$ cat config.mk
export PLATFORM = sky130hd
export DESIGN_NAME = bus_arb5
export DESIGN_NICKNAME = d
export VERILOG_FILES = /design/src/rtl/bus_arb5_pkg.sv /design/src/rtl/bus_arb5_rr_pick5.sv /design/src/rtl/bus_arb5.sv
export SDC_FILE = /design/constraint.sdc
export NUM_CORES = 1
export LEC_CHECK = 0
export BUFFER_PORTS_ARGS = -buffer_cell sky130_fd_sc_hd__buf_2
export CORE_ASPECT_RATIO = 1.2
export CORE_MARGIN = 2
export CORE_UTILIZATION = 31
export DETAILED_ROUTE_END_ITERATION = 10
export GPL_ROUTABILITY_DRIVEN = 0
export GPL_TIMING_DRIVEN = 0
export SETUP_SLACK_MARGIN = 0.5
export SYNTH_ARGS = -nofsm -noshare
export SYNTH_HDL_FRONTEND = slang
export SYNTH_SLANG_ARGS = --single-unit
$ cat constraint.sdc
create_clock -name CLK -period 8.14 [get_ports CLK]
set_input_delay 0.407 -clock CLK [delete_from_list [all_inputs] [get_ports CLK]]
set_output_delay 0.407 -clock CLK [all_outputs]
set_load 0.05 [all_outputs]
$ cat src/rtl/bus_arb5_pkg.sv
// Shared constants, FSM state type and helpers for the five-way bus arbiter.
package bus_arb5_pkg;

  localparam int unsigned NREQ  = 5;
  localparam int unsigned SEL_W = 3;

  typedef enum logic [1:0] {
    IDLE  = 2'd0,
    GRANT = 2'd1,
    GAP   = 2'd2
  } state_t;

  // Index of the set bit of a one-hot vector; zero when the vector is empty.
  function automatic logic [SEL_W-1:0] onehot_to_sel(input logic [NREQ-1:0] oh);
    logic [SEL_W-1:0] sel;
    sel = '0;
    for (int i = 0; i < int'(NREQ); i++) begin
      if (oh[i]) sel = SEL_W'(i);
    end
    return sel;
  endfunction

endpackage

$ cat src/rtl/bus_arb5_rr_pick5.sv
// Combinational rotating-priority encoder: first set req bit after ptr, modulo five.
module rr_pick5
  import bus_arb5_pkg::*;
(
  input  logic [NREQ-1:0]  req,
  input  logic [SEL_W-1:0] ptr,
  output logic             any,
  output logic [SEL_W-1:0] win
);

  logic [NREQ-1:0]  w_oh;
  logic [SEL_W-1:0] w_idx;
  logic             w_found;

  // Scan ptr+1 .. ptr+5 so the previous winner is considered last.
  always_comb begin
    w_oh    = '0;
    w_idx   = '0;
    w_found = 1'b0;
    for (int k = 1; k <= int'(NREQ); k++) begin
      w_idx = SEL_W'((32'(ptr) + 32'(k)) % 32'(NREQ));
      if (!w_found && req[w_idx]) begin
        w_oh[w_idx] = 1'b1;
        w_found     = 1'b1;
      end
    end
  end

  assign any = |req;
  assign win = onehot_to_sel(w_oh);

endmodule

$ cat src/rtl/bus_arb5.sv
// Round-robin owner arbiter for the 16-bit five-input bus mux, with hold timeout and idle gap.
// Optional BUS_ARB5_LOCK_EN adds a LOCK input that suppresses the timeout release.
module bus_arb5
  import bus_arb5_pkg::*;
#(
  parameter int unsigned MAX_HOLD = 8
)(
  input  logic             CLK,
  input  logic             RST,
`ifdef BUS_ARB5_LOCK_EN
  input  logic             LOCK,
`endif
  input  logic [NREQ-1:0]  REQ,
  input  logic [NREQ-1:0]  DONE,
  output logic [NREQ-1:0]  GNT,
  output logic [SEL_W-1:0] S,
  output logic             VALID
);

  localparam int unsigned HOLD_W   = 8;
  localparam logic [HOLD_W-1:0] HOLD_MAX = HOLD_W'(MAX_HOLD - 1);

  state_t            r_state, w_state_nxt;
  logic [NREQ-1:0]   r_gnt,   w_gnt_nxt;
  logic [SEL_W-1:0]  r_sel,   w_sel_nxt;
  logic              r_valid, w_valid_nxt;
  logic [SEL_W-1:0]  r_ptr,   w_ptr_nxt;
  logic [HOLD_W-1:0] r_hold,  w_hold_nxt;

  logic             w_any;
  logic [SEL_W-1:0] w_win;
  logic             w_lock;
  logic             w_others;
  logic             w_timeout;
  logic             w_release;

`ifdef BUS_ARB5_LOCK_EN
  assign w_lock = LOCK;
`else
  assign w_lock = 1'b0;
`endif

  rr_pick5 u_pick (
    .req (REQ),
    .ptr (r_ptr),
    .any (w_any),
    .win (w_win)
  );

  // Release causes for the current owner; several at once still give one release.
  assign w_others  = |(REQ & ~r_gnt);
  assign w_timeout = (r_hold == HOLD_MAX) && w_others && !w_lock;
  assign w_release = DONE[r_sel] || !REQ[r_sel] || w_timeout;

  always_ff @(posedge CLK) begin
    if (RST) begin
      r_state <= IDLE;
      r_gnt   <= '0;
      r_sel   <= '0;
      r_valid <= 1'b0;
      r_ptr   <= SEL_W'(NREQ - 1);
      r_hold  <= '0;
    end else begin
      r_state <= w_state_nxt;
      r_gnt   <= w_gnt_nxt;
      r_sel   <= w_sel_nxt;
      r_valid <= w_valid_nxt;
      r_ptr   <= w_ptr_nxt;
      r_hold  <= w_hold_nxt;
    end
  end

  always_comb begin
    w_state_nxt = r_state;
    case (r_state)
      IDLE:    if (w_any) w_state_nxt = GRANT;
      GRANT:   if (w_release) w_state_nxt = GAP;
      GAP:     w_state_nxt = w_any ? GRANT : IDLE;
      default: w_state_nxt = IDLE;
    endcase
  end

  always_comb begin
    w_gnt_nxt   = r_gnt;
    w_sel_nxt   = r_sel;
    w_valid_nxt = r_valid;
    w_ptr_nxt   = r_ptr;
    w_hold_nxt  = r_hold;
    case (r_state)
      IDLE, GAP: begin
        w_gnt_nxt   = '0;
        w_valid_nxt = 1'b0;
        if (w_any) begin
          w_gnt_nxt   = NREQ'(1) << w_win;
          w_sel_nxt   = w_win;
          w_valid_nxt = 1'b1;
          w_hold_nxt  = '0;
        end
      end
      GRANT: begin
        if (w_release) begin
          w_gnt_nxt   = '0;
          w_valid_nxt = 1'b0;
          w_ptr_nxt   = r_sel;
          w_hold_nxt  = '0;
        end else if (!w_lock && (r_hold != HOLD_MAX)) begin
          w_hold_nxt = r_hold + HOLD_W'(1);
        end
      end
      default: begin
        w_gnt_nxt   = '0;
        w_valid_nxt = 1'b0;
      end
    endcase
  end

  assign GNT   = r_gnt;
  assign S     = r_sel;
  assign VALID = r_valid;

endmodule
== Word level (Yosys, flattened, before mapping) ==
Index checks and enable logic that the tools add are counted.

* Divide/modulo/power cells: 5
* Add/sub/neg operators: 6
* Bitwise logic cells: 6
* Equal/unequal tests: 8
* Shift operators: 1
* Order comparisons: 11
* Reduce and logical (&&, ||, !) cells: 26
* Mux-type cells: 51

{| class="wikitable"
|+ Operators with widths
! operator !! number
|-
| $mod 32x3->32 const B || 5
|-
| $mux 5 || 7
|-
| $lt 3x4->1 const B || 6
|-
| $mux 8 || 3
|-
| $bmux 1 s3 || 7
|-
| $mux 1 || 20
|-
| $or 5x5->5 || 4
|-
| $pmux 8 s2 || 1
|-
| $demux 1 s3 || 5
|-
| $ge 3x1->1 const B || 5
|-
| $logic_and 1x1->1 || 10
|-
| $pmux 5 s2 || 1
|-
| $reduce_or 5->1 || 2
|-
| $add 3x2->4 const B || 2
|-
| $add 3x3->4 const B || 2
|-
| $add 8x1->8 const B || 1
|-
| $eq 8x3->1 const B || 1
|-
| $mux 2 || 4
|-
| $ne 8x3->1 const B || 1
|-
| $ne 2x2->1 const B || 3
|-
| $pmux 2 s3 || 1
|-
| $reduce_and 2->1 || 3
|-
| $and 5x5->5 || 1
|-
| $logic_not 1->1 || 5
|-
| other kinds (13) || 14
|}

* Output and inout bits: 9
* Register bits: 22
* Word-level logic and storage cells: 120

== Logic depth before layout (Yosys ltp) ==
Gate-level depths: netlist of run 1.

* Depth after elaboration: 24
* Mapped depth: 23
* Depth with buffers taken out: 19

== Modules after synthesis ==
A second synthesis of run 1 with hierarchy kept.

* Cells, all modules: 402
* Area, all modules: 3067.9 um^2

{| class="wikitable"
|+ By module, submodules not included
! module !! times used !! seq. area each (um^2) !! area each (um^2) !! cells each
|-
| rr_pick5 || 1 || 0.0 || 1860.5 || 257
|-
| bus_arb5 || 1 || 440.4 || 1207.4 || 145
|}

== Worst setup path before layout of run 1 ==
No wires, ideal clock.

* Path type: flip-flop to flip-flop
* Start point: reg r_ptr[0]
* End point: reg r_gnt[0], in the netlist GNT[0]
* Required time: 8069 ps
* Library setup time: 71 ps
* Stages on the path, launching flop included: 24
* Path slack: 3090 ps
* Path buffers: 5
* Clock period less this slack: 5050 ps
* Data arrival time: 4980 ps
* Path through: dfxtp_1 -> buf_2 -> inv_1 -> clkbuf_1 -> ha_1 -> buf_2 -> inv_1 -> ha_1 -> or3b_2 -> o22ai_1 -> or2_0 -> clkbuf_1 -> ha_1 -> nand2b_1 -> nand4b_1 -> and3_1 -> buf_2 -> mux2i_1 -> or4_4 -> nand2_1 -> nor4_4 -> a211o_1 -> nand4b_1 -> a21oi_1

* Longest elaborated chain between the ends: 24

{| class="wikitable"
|+ RTL lines
! element !! line !! text
|-
| start, declared || bus_arb5.sv:27 || <nowiki>logic [SEL_W-1:0] r_ptr, w_ptr_nxt;</nowiki>
|-
| start signal, assigned || bus_arb5.sv:61 || <nowiki>r_ptr <= SEL_W'(NREQ - 1);</nowiki>
|-
| start signal, assigned || bus_arb5.sv:68 || <nowiki>r_ptr <= w_ptr_nxt;</nowiki>
|-
| branches (longest 16 deep; another with $mod 32x3->32) || - ||
|-
| $mux 5 (*) || bus_arb5_rr_pick5.sv:22 || <nowiki>if (!w_found && req[w_idx]) begin</nowiki>
|-
| $mux 1 || bus_arb5_pkg.sv:18 || <nowiki>if (oh[i]) sel = SEL_W'(i);</nowiki>
|-
| $mux 2 (2 in a row) || bus_arb5_pkg.sv:18 ||
|-
| $mux 3 (*) || bus_arb5_pkg.sv:18 ||
|-
| $shl 1x3->5 (*) || bus_arb5.sv:94 || <nowiki>w_gnt_nxt = NREQ'(1) << w_win;</nowiki>
|-
| $mux 5 (*) || bus_arb5.sv:93 || <nowiki>if (w_any) begin</nowiki>
|-
| $pmux 5 s2 (*) || bus_arb5.sv:89 || <nowiki>case (r_state)</nowiki>
|-
| end signal, assigned || bus_arb5.sv:65 || <nowiki>r_gnt <= w_gnt_nxt;</nowiki>
|-
| end, declared || bus_arb5.sv:24 || <nowiki>logic [NREQ-1:0] r_gnt, w_gnt_nxt;</nowiki>
|}

Mark *: on every way between the ends. The select of a mux whose other input is x is not followed.
A chain may end at the register's enable or synchronous reset.

== Worst setup path in the final report of run 1 ==
* Start point: reg r_ptr[0]
* End point: reg r_gnt[1], in the netlist GNT[1]

Same word-level chain as after synthesis.

==> impl_metrics.yaml, run 1 <==
logic_synthesis:
  synth_edf_count: 0
  synth_fp_nets: 459
  yosysTopAreaCell: "dfxtp_1"
  synth_common_cells: "nor2_1 (32), nand2_1 (31), ha_1 (27)"
  ys_ff_latch: 22
  synth_ff_type: "dfxtp_1"
  syn_area_per_cell_um2: 7.60
  yosysWarnings: 0
  yosys.cell_count.top_type: "nor2_1"
  async_flop_share_pct: 0
  synth-seq-area-share_pct: 13.8
  synth_cell_types: 83
  synth.top_cells.by_area: "dfxtp_1 (14%), ha_1 (11%), a21oi_1 (4.1%), nor2_1 (3.8%), nand2_1 (3.6%)"
  synth_area_mm2: 0.00319
  synthCells: 420
  synth_top_area_share_pct: 13.8
sta:
  fin_crit_sh_pct: 76.4
  clock_skew_ps: 2.79
  final-max-slew-violation-count: 0
  finalHoldViolations: 0
  fin_setup_tns_ps: 0
  setup_violations: 0
  maxSlewHeadroom_pct: 40.4
  max_freq_mhz: 161
  min_period_ps: 6220
  rsz0062_at_grt: "false"
  tightest_slew_ps: 892
worst_setup_path:
  cp_max_fo: 13
  worst_setup_path_start_kind: "flip-flop"
  setup.worst_path.end_class: "flip-flop"
  worst_ep_required_time_ps: 8320
  path_class: "reg -> reg"
  path_cells: "buf_2 > inv_1 > clkbuf_1 > ha_1 > buf_2 > inv_1 > ha_1 > or3b_2 > o22ai_1 > or2_0 > clkbuf_1 > ha_1 > nand2b_1 > nand4b_1 > and3_1 > buf_2 > a41oi_1 > nand4_1 > nand2_1 > nor4_2 > nor4b_4 > nand4b_1 > a21oi_1"
  slowest_delay_ps: 490
  slowest_stage: "ha_1"
  crit_arrival_ps: 6400
power_and_ir_drop:
  irDropWorstVdd_mv: 0.164
  p_leak_uw: 0.00136
  p_per_area_mw_per_mm2: 299
clock_tree:
  cts_tree: "built"
  clock_latency_ps: 250
  ctsResizeCount: 0
  holdBufCountCts: 0
  cts_buffer_depth: 2
  clk_pin_slew_ps: 60
  post-cts-setup-buffers: 0
  cts_root_buffer: "clkbuf_16"
  numClockSinks: 22
  cts_max_level: 1
  numCtsBuffers: 3
die:
  start_util_pct: 31.9
  dieArea_mm2: 0.0111
  die_y_um: 115
  rows: 40
  ios: 21
  core_mm2: 0.0100
  die-width_um: 96.6
global_routing:
  grt-ovfl-total: 0
  grt_max_degree: 14
  grt_usage_pct: 15.7
  grt_pass1_vias: 3115
  antenna_found_initial: 0
  grt_first_pass_wirelength_mm: 14.7
layout:
  instances_no_fill: 567
  post-route-util_pct: 35.4
  nets: 481
  area_growth_pct: 10.9
  drive_gt1_share_pct: 13.2
  antenna-diode-count: 0
job:
  maxCapViolCount: 0
drt:
  drc: 0
  wl_per_cell_um: 15.9
  first_pass_iters: 4
  drt_iter0_drc: 203
  vias: 3241
  ant_nets: 0
  viasPerCell: 5.72
  wl_mm: 9.02
placed_design:
  portBuffers: 17
  dp.cells: 563
  dp_hpwl_mm: 7.02
hold_path:
  hold_path_class: "in -> reg"
status:
  status: "complete, no violations"
==> path summary, 6_finish.rpt <==
check / slack [ps] / depth (start not counted) / start / end
worst max-delay path: 1920 / 23 / r_ptr[0]$_SDFFE_PP0P_ / GNT[1]$_SDFFE_PP0P_
worst max register to register: 1920 / 23 / r_ptr[0]$_SDFFE_PP0P_ / GNT[1]$_SDFFE_PP0P_
worst min-delay path: 400 / 2 / RST / S[1]$_SDFFE_PP0P_
worst min register to register: 480 / 2 / GNT[4]$_SDFFE_PP0P_ / GNT[4]$_SDFFE_PP0P_
==> power by group <==
part | switching, uW | total (uW) | leakage, uW | internal, uW
Combinational | 481 | 777 | 0.00112 | 296
Clock | 38.6 | 136 | 0.0000511 | 97.6
Sequential | 20.5 | 146 | 0.000179 | 126
Total | 540 | 1060 | 0.00136 | 519
==> state kept, by name, summed over array words and instances (netlist names) <==
name / flops
r_ptr: 3
VALID: 1
GNT: 5
r_state: 2
S: 3
r_hold: 8
==> final cells by class <==
| type | instances | area (um^2) |
|---|---|---|
| Sequential cell | 22 | 440 |
| Inverter | 28 | 108 |
| Timing Repair Buffer | 17 | 85.1 |
| Multi-Input combinational cell | 344 | 2530 |
| Fill cell | 1045 | 6470 |
| Buffer | 26 | 115 |
| Clock inverter | 1 | 30.0 |
| Tap cell | 126 | 158 |
| Clock buffer | 3 | 75.1 |
==> routing by layer <==
| metal | routed length [um] | up-vias | part of all wire [%] | GRT usage (%) |
|---|---|---|---|---|
| met5 | 0 | - | 0 | 0 |
| met4 | 129 | 0 | 1.4 | 4.88 |
| met3 | 317 | 12 | 3.5 | 1.52 |
| met2 | 4610 | 80 | 51 | 30.6 |
| met1 | 3960 | 1537 | 44 | 18.1 |
| li1 | - | 1612 | - | - |
==> through the flow <==
stage / setup WS [ps] / hold WS [ps] / total power, uW / instance area, um^2
floorplan: 3090 / 449 / 761 / 3190
global placement: 2080 / 460 / 899 / 3440
detailed placement: 2010 / 472 / 912 / 3440
CTS: 1980 / 400 / 1050 / 3540
global route: 1440 / 415 / 1140 / 3540
finish: 1920 / 400 / 1060 / 3540
==> layout by cell type, fill, tap and decap left out, types with 3 or more instances in the layout <==
| cell | Yosys | routed |
|---|---|---|
| o311ai_2 | 3 | 3 |
| o21ai_0 | 14 | 14 |
| and2_1 | 4 | 4 |
| a21oi_1 | 26 | 26 |
| nor3b_1 | 3 | 3 |
| clkbuf_1 | 17 | 17 |
| mux2_2 | 6 | 6 |
| o31ai_1 | 5 | 5 |
| ha_1 | 27 | 27 |
| xor2_1 | 7 | 7 |
| a31oi_1 | 7 | 7 |
| dfxtp_1 | 22 | 22 |
| nand4b_1 | 5 | 5 |
| o22ai_1 | 6 | 6 |
| nand2b_1 | 11 | 11 |
| nor2b_1 | 10 | 10 |
| o211a_1 | 4 | 4 |
| nand3b_1 | 5 | 5 |
| clkbuf_16 | 0 | 3 |
| nand3_1 | 9 | 9 |
| inv_1 | 26 | 26 |
| a41oi_1 | 3 | 3 |
| o2111ai_1 | 3 | 3 |
| nor3_1 | 20 | 20 |
| nor2_1 | 32 | 32 |
| and3_1 | 5 | 5 |
| nor4_1 | 4 | 4 |
| o311ai_0 | 4 | 4 |
| a211oi_1 | 5 | 5 |
| or3_1 | 4 | 4 |
| nand2_1 | 31 | 31 |
| nand4_1 | 3 | 3 |
| buf_2 | 5 | 22 |
| xnor2_1 | 10 | 10 |
| mux2i_1 | 10 | 10 |
| o211ai_1 | 9 | 9 |
==> worst max-delay path: cells and delay by family, from the launching register on <==
kind / cells / cell delay [ps]
simple gates: 10 / 2310
buf+inv: 7 / 1760
fa+ha+maj: 3 / 970
compound gates: 3 / 630
flops: 1 / 480
==> cells by family after synthesis <==
group / after synthesis / share of synthesized area (%)
buffers and inverters: 54 / 6.97
AO/OA/AOI/OAI: 119 / 28.0
AND/OR/NAND/NOR: 162 / 28.6
adder cells (fa/ha/maj): 27 / 10.6
multiplexers: 17 / 5.96
XOR/XNOR: 19 / 6.03
flip-flops: 22 / 13.8
Note: power is estimated with default switching activity, not from simulation.
==> run 2: changes to the inputs <==
==> constraint.sdc (replaced) <==
create_clock -name CLK -period 5.7 [get_ports CLK]
set_input_delay 0.285 -clock CLK [delete_from_list [all_inputs] [get_ports CLK]]
set_output_delay 0.285 -clock CLK [all_outputs]
set_load 0.05 [all_outputs]
==> impl_metrics.yaml, run 2 (synthesis gave the netlist of run 1 again) <==
layout:
  antenna-diode-count: 0
  final_common_cell: "nor2_1"
  nets: 489
  largest_reg_flops: 8
  fin_area_mm2: 0.00372
  drive_gt1_share_pct: 18.0
  mostFrequentLayoutCells: "nor2_1 (32), nand2_1 (30), a21oi_1 (26)"
  n_fill_cell: 1042
  regMostFlops: "r_hold"
  post-route-util_pct: 37.2
  area_growth_pct: 16.5
worst_setup_path:
  rr_endpoint: "GNT[1]$_SDFFE_PP0P_"
  cp.buffers_inverters: 7
  slowest_delay_ps: 480
  path_class: "reg -> reg"
  r2r_setup_slack_ps: 790
  setup.worst_path.end_class: "flip-flop"
  reg2reg_depth: 23
  path_cells: "buf_8 > clkinvlp_4 > clkbuf_8 > ha_4 > buf_6 > clkinvlp_4 > ha_1 > or3b_2 > o22ai_4 > or2_0 > buf_4 > ha_1 > nand2b_1 > nand4b_1 > and3_1 > buf_2 > mux2i_1 > or4_4 > nand2_2 > nor4_2 > nor4b_4 > nand4b_1 > a21oi_1"
  worst_ep_required_time_ps: 5890
  worst_setup_path_start_kind: "flip-flop"
  crit_family: "simple AND/OR/NAND/NOR gates"
  crit_arrival_ps: 5100
  cp_max_fo: 13
  timing.rr.start: "r_ptr[0]$_SDFFE_PP0P_"
  slowest_stage: "or3b_2"
die:
  start_util_pct: 31.9
  die-width_um: 96.6
  rows: 40
  die_y_um: 115
  core_mm2: 0.0100
  dieArea_mm2: 0.0111
  ios: 21
clock_tree:
  numClockSinks: 22
  cts_buffer_depth: 2
  holdBufCountCts: 0
  cts_max_level: 1
  cts_tree: "built"
  clk_pin_slew_ps: 60
  numCtsBuffers: 3
  clock_latency_ps: 250
  cts_root_buffer: "clkbuf_16"
sta:
  finalHoldViolations: 0
  rsz0062_at_grt: "false"
  final-max-slew-violation-count: 0
  tightest_slew_ps: 868
  fin_setup_tns_ps: 0
  fin_ws_ps: 787
  max_freq_mhz: 204
  clock_skew_ps: 1.38
  fin_crit_sh_pct: 86.2
  maxSlewHeadroom_pct: 42.0
  min_period_ps: 4910
  setup_violations: 0
placed_design:
  portBuffers: 17
  pre_cts_ws_ps: -426
  dp_hpwl_mm: 7.02
  place_area_mm2: 0.00344
hold_path:
  whs_path_depth: 2
  worstHoldStart: "RST"
  hold_path_class: "in -> reg"
  hold_end: "S[1]$_SDFFE_PP0P_"
power_and_ir_drop:
  total_power_uw: 1600
  p_per_area_mw_per_mm2: 430
  irDropWorstVdd_mv: 0.233
  p_leak_uw: 0.00141
global_routing:
  antenna_found_initial: 0
  grt_max_degree: 14
  grt_usage_pct: 15.8
  grt-ovfl-total: 0
  grt_first_pass_wirelength_mm: 14.8
  grt_pass1_vias: 3139
status:
  status: "complete, no violations"
job:
  maxCapViolCount: 0
drt:
  vias: 3276
  drc: 0
  viasPerCell: 5.70
  first_pass_iters: 5
  wl_mm: 9.23
  ant_nets: 0
  wl_per_cell_um: 16.0
  drt_iter0_drc: 162
-- run 2: changes by cell type in the layout (fill, tap and decap cells not counted), moves of 2 or more --
cell        previous run  this run
clkinvlp_4             0         3
clkbuf_1              17        14
inv_1                 26        23
buf_6                  1         3
buf_4                  1        10
a41oi_2                0         2
dfxtp_1               22        20
a41oi_1                3         1
buf_2                 22        19
ha_1                  27        25
-- run 2: layer usage --
metal	global-route usage (%)	vias up	wire length [um]
met5	0	-	0
met4	5.16	0	124
met3	1.70	13	280
met2	30.7	80	4720
met1	18.1	1561	4100
li1	-	1622	-
-- run 2: worst max path at each step --
stage	start	to	slack [ps]	cells after the start
after floorplan	r_ptr[0]$_SDFFE_PP0P_	GNT[0]$_SDFFE_PP0P_	650	23
after global placement	r_ptr[0]$_SDFFE_PP0P_	GNT[0]$_SDFFE_PP0P_	-360	23
after detailed placement	r_ptr[0]$_SDFFE_PP0P_	GNT[0]$_SDFFE_PP0P_	-430	23
after CTS	r_ptr[0]$_SDFFE_PP0P_	S[1]$_SDFFE_PP0P_	530	23
after global routing	r_ptr[0]$_SDFFE_PP0P_	GNT[0]$_SDFFE_PP0P_	510	23
final	r_ptr[0]$_SDFFE_PP0P_	GNT[1]$_SDFFE_PP0P_	790	23
-- run 2: final cells by class --
type / count / area, um^2 / area share [%]
Timing Repair Buffer: 25 / 145 / 3.90
Clock inverter: 1 / 30.0 / 0.807
Inverter: 28 / 119 / 3.20
Clock buffer: 3 / 75.1 / 2.02
Buffer: 26 / 153 / 4.10
Tap cell: 126 / 158 / 4.24
Sequential cell: 22 / 445 / 12.0
Multi-Input combinational cell: 344 / 2590 / 69.8
-- run 2: what timing repair did --
action / in CTS / in global routing
setup endpoints to repair: 8 / 8
setup buffers: 3 / 5
resized for setup: 13 / 19
pin swaps: 1 / 4
-- run 2: where the power goes --
part	internal (uW)	switching [uW]	total [uW]	leakage, uW
logic	477	716	1190	0.00118
registers	180	30.0	210	0.000181
clock network	139	55.1	194	0.0000511
total	797	801	1600	0.00141
-- run 2: through the flow --
step	hold WS [ps]	std cells
after CTS	278	570
after floorplan	350	420
after global routing	293	575
final	278	575
after detailed placement	472	563
after global placement	460	563
==> run 3: changes to the inputs <==
--- a/config.mk
+++ b/config.mk
@@ -11,7 +11,7 @@
 export CORE_UTILIZATION = 31
 export DETAILED_ROUTE_END_ITERATION = 10
 export GPL_ROUTABILITY_DRIVEN = 0
-export GPL_TIMING_DRIVEN = 0
+export PLACE_DENSITY_LB_ADDON = 0.2
 export SETUP_SLACK_MARGIN = 0.5
 export SYNTH_ARGS = -nofsm -noshare
 export SYNTH_HDL_FRONTEND = slang
==> impl_metrics.yaml, run 3 (synthesis gave the netlist of run 1 again) <==
global_routing:
  use_met2_pct: 28.0
  met3_usage_pct: 0.486
  grt_usage_pct: 15.8
  grt_pass1_vias: 2989
  grtUsageMet1_pct: 20.4
  grt_max_degree: 29
  grt_first_pass_wirelength_mm: 14.8
  grt-ovfl-total: 0
  grt_busiest_layer: "met2"
  antenna_found_initial: 0
die:
  rows: 40
  die-width_um: 96.6
  core_mm2: 0.0100
  dieArea_mm2: 0.0111
  ios: 21
  die_y_um: 115
  start_util_pct: 31.9
clock_tree:
  cts_tree: "built"
  holdBufCountCts: 0
  clk_pin_slew_ps: 60
  clock_latency_ps: 260
  numClockSinks: 22
  cts_root_buffer: "clkbuf_16"
  cts_max_level: 1
  cts_buffer_depth: 2
  numCtsBuffers: 3
layout:
  mostFrequentLayoutCells: "nor2_1 (32), nand2_1 (30), inv_1 (26), a21oi_1 (26), ha_1 (26)"
  ff_latch_area_um2: 444
  n_fill_cell: 1082
  antenna-diode-count: 0
  drive_gt1_share_pct: 16.1
  area_growth_pct: 10.4
  post-route-util_pct: 35.2
  largest_reg_flops: 8
  nets: 468
  final_common_cell: "nor2_1"
  regMostFlops: "r_hold"
  multi_input_comb_area_mm2: 0.00255
power_and_ir_drop:
  p_sw_uw: 773
  p_per_area_mw_per_mm2: 425
  irDropWorstVdd_mv: 0.334
  p_seq_share_pct: 14.2
  p_leak_uw: 0.00135
  p_clk_share_pct: 10.8
  p_int_uw: 725
  pwr-share-comb_pct: 74.9
  total_power_uw: 1500
  p_sw_share_pct: 51.6
sta:
  maxSlewHeadroom_pct: 49.3
  setup_violations: 0
  finalHoldViolations: 0
  min_period_ps: 4770
  fin_crit_sh_pct: 83.6
  rsz0062_at_grt: "false"
  fin_setup_tns_ps: 0
  final-max-slew-violation-count: 0
  tightest_slew_ps: 758
  max_freq_mhz: 210
  clock_skew_ps: 1.21
drt:
  wl_mm: 8.96
  ant_nets: 0
  vias: 3153
  drc: 0
  first_pass_iters: 5
  drt_iter0_drc: 134
  wl_per_cell_um: 16.2
  viasPerCell: 5.69
hold_path:
  whs_path_depth: 2
  hold_end: "r_state[0]$_SDFFE_PP0P_"
  worstHoldStart: "RST"
  hold_path_class: "in -> reg"
job:
  maxCapViolCount: 0
worst_setup_path:
  crit_arrival_ps: 4910
  cp_max_fo: 13
  path_class: "reg -> reg"
  worst_ep_required_time_ps: 5840
  timing.rr.start: "r_ptr[0]$_SDFFE_PP0P_"
  r2r_setup_slack_ps: 930
  rr_endpoint: "GNT[3]$_SDFFE_PP0P_"
  reg2reg_depth: 21
  setup.worst_path.end_class: "flip-flop"
  worst_setup_path_start_kind: "flip-flop"
status:
  status: "complete, no violations"
placed_design:
  portBuffers: 20
  dp_hpwl_mm: 6.85
[run 3: changes by cell type in the layout (fill, tap and decap cells not counted), sizes merged]
cell	change
clkbuf	-15
buf	-5
clkinvlp	-3
inv	+3
bufinv	-1
[run 3: per-layer routing]
metal	part of all wire (%)	wire (um)	up-vias
li1	-	-	1583
met1	46	4100	1497
met2	49	4390	59
met3	2.7	241	14
met4	2.5	222	0
met5	0	0	-
[run 3: layout make-up]
type / instances / share of cell area, %
Timing Repair Buffer: 30 / 4.97
Clock buffer: 4 / 2.52
Sequential cell: 22 / 12.6
Tap cell: 126 / 4.47
Inverter: 28 / 3.05
Multi-Input combinational cell: 344 / 72.4
[run 3: per-stage QoR]
stage	area [um^2]	setup slack, ps	instances	hold WS, ps
after floorplan	3190	650	420	350
after global placement	3400	607	549	459
after detailed placement	3400	477	549	469
after CTS	3490	672	553	374
after global routing	3530	474	554	413
final	3530	934	554	374
[run 3: power by group through the flow]
stage,logic [uW],registers (uW),clock network (uW)
floorplan,823,264,0
global placement,1090,215,0
detailed placement,1090,216,0
CTS,1100,213,167
global route,1230,218,172
finish,1120,213,162
[run 3: worst max-delay path, cell delays in order (launching register included)]
cell,delay (ps)
dfxtp_1,420
buf_4,220
inv_1,70
ha_1,240
xnor2_2,220
inv_2,110
ha_1,240
or3b_2,440
o22ai_1,220
or2_4,220
ha_1,160
nand2b_1,120
nand4b_1,150
and3_1,300
mux2i_1,150
or4_4,460
a41oi_1,200
nor2_1,50
a211o_1,300
buf_4,150
a22oi_1,130
nor2_1,50
[run 3: repair_timing]
| item | 4_1_cts | 5_1_grt |
|---|---|---|
| endpoints found under the setup margin | 4 | 8 |
| pin swaps | 0 | 2 |
| setup buffers | 0 | 1 |
| gates resized for setup | 1 | 8 |
[run 3: how the worst max path moves through the flow]
stage / from / end / slack, ps
after CTS: r_ptr[1]$_SDFFE_PP0P_ / GNT[1]$_SDFFE_PP0P_ / 670
after global placement: r_ptr[1]$_SDFFE_PP0P_ / GNT[0]$_SDFFE_PP0P_ / 610
after detailed placement: r_ptr[1]$_SDFFE_PP0P_ / GNT[0]$_SDFFE_PP0P_ / 480
final: r_ptr[0]$_SDFFE_PP0P_ / GNT[3]$_SDFFE_PP0P_ / 930
after global routing: r_ptr[0]$_SDFFE_PP0P_ / GNT[1]$_SDFFE_PP0P_ / 470
after floorplan: r_ptr[0]$_SDFFE_PP0P_ / GNT[0]$_SDFFE_PP0P_ / 650
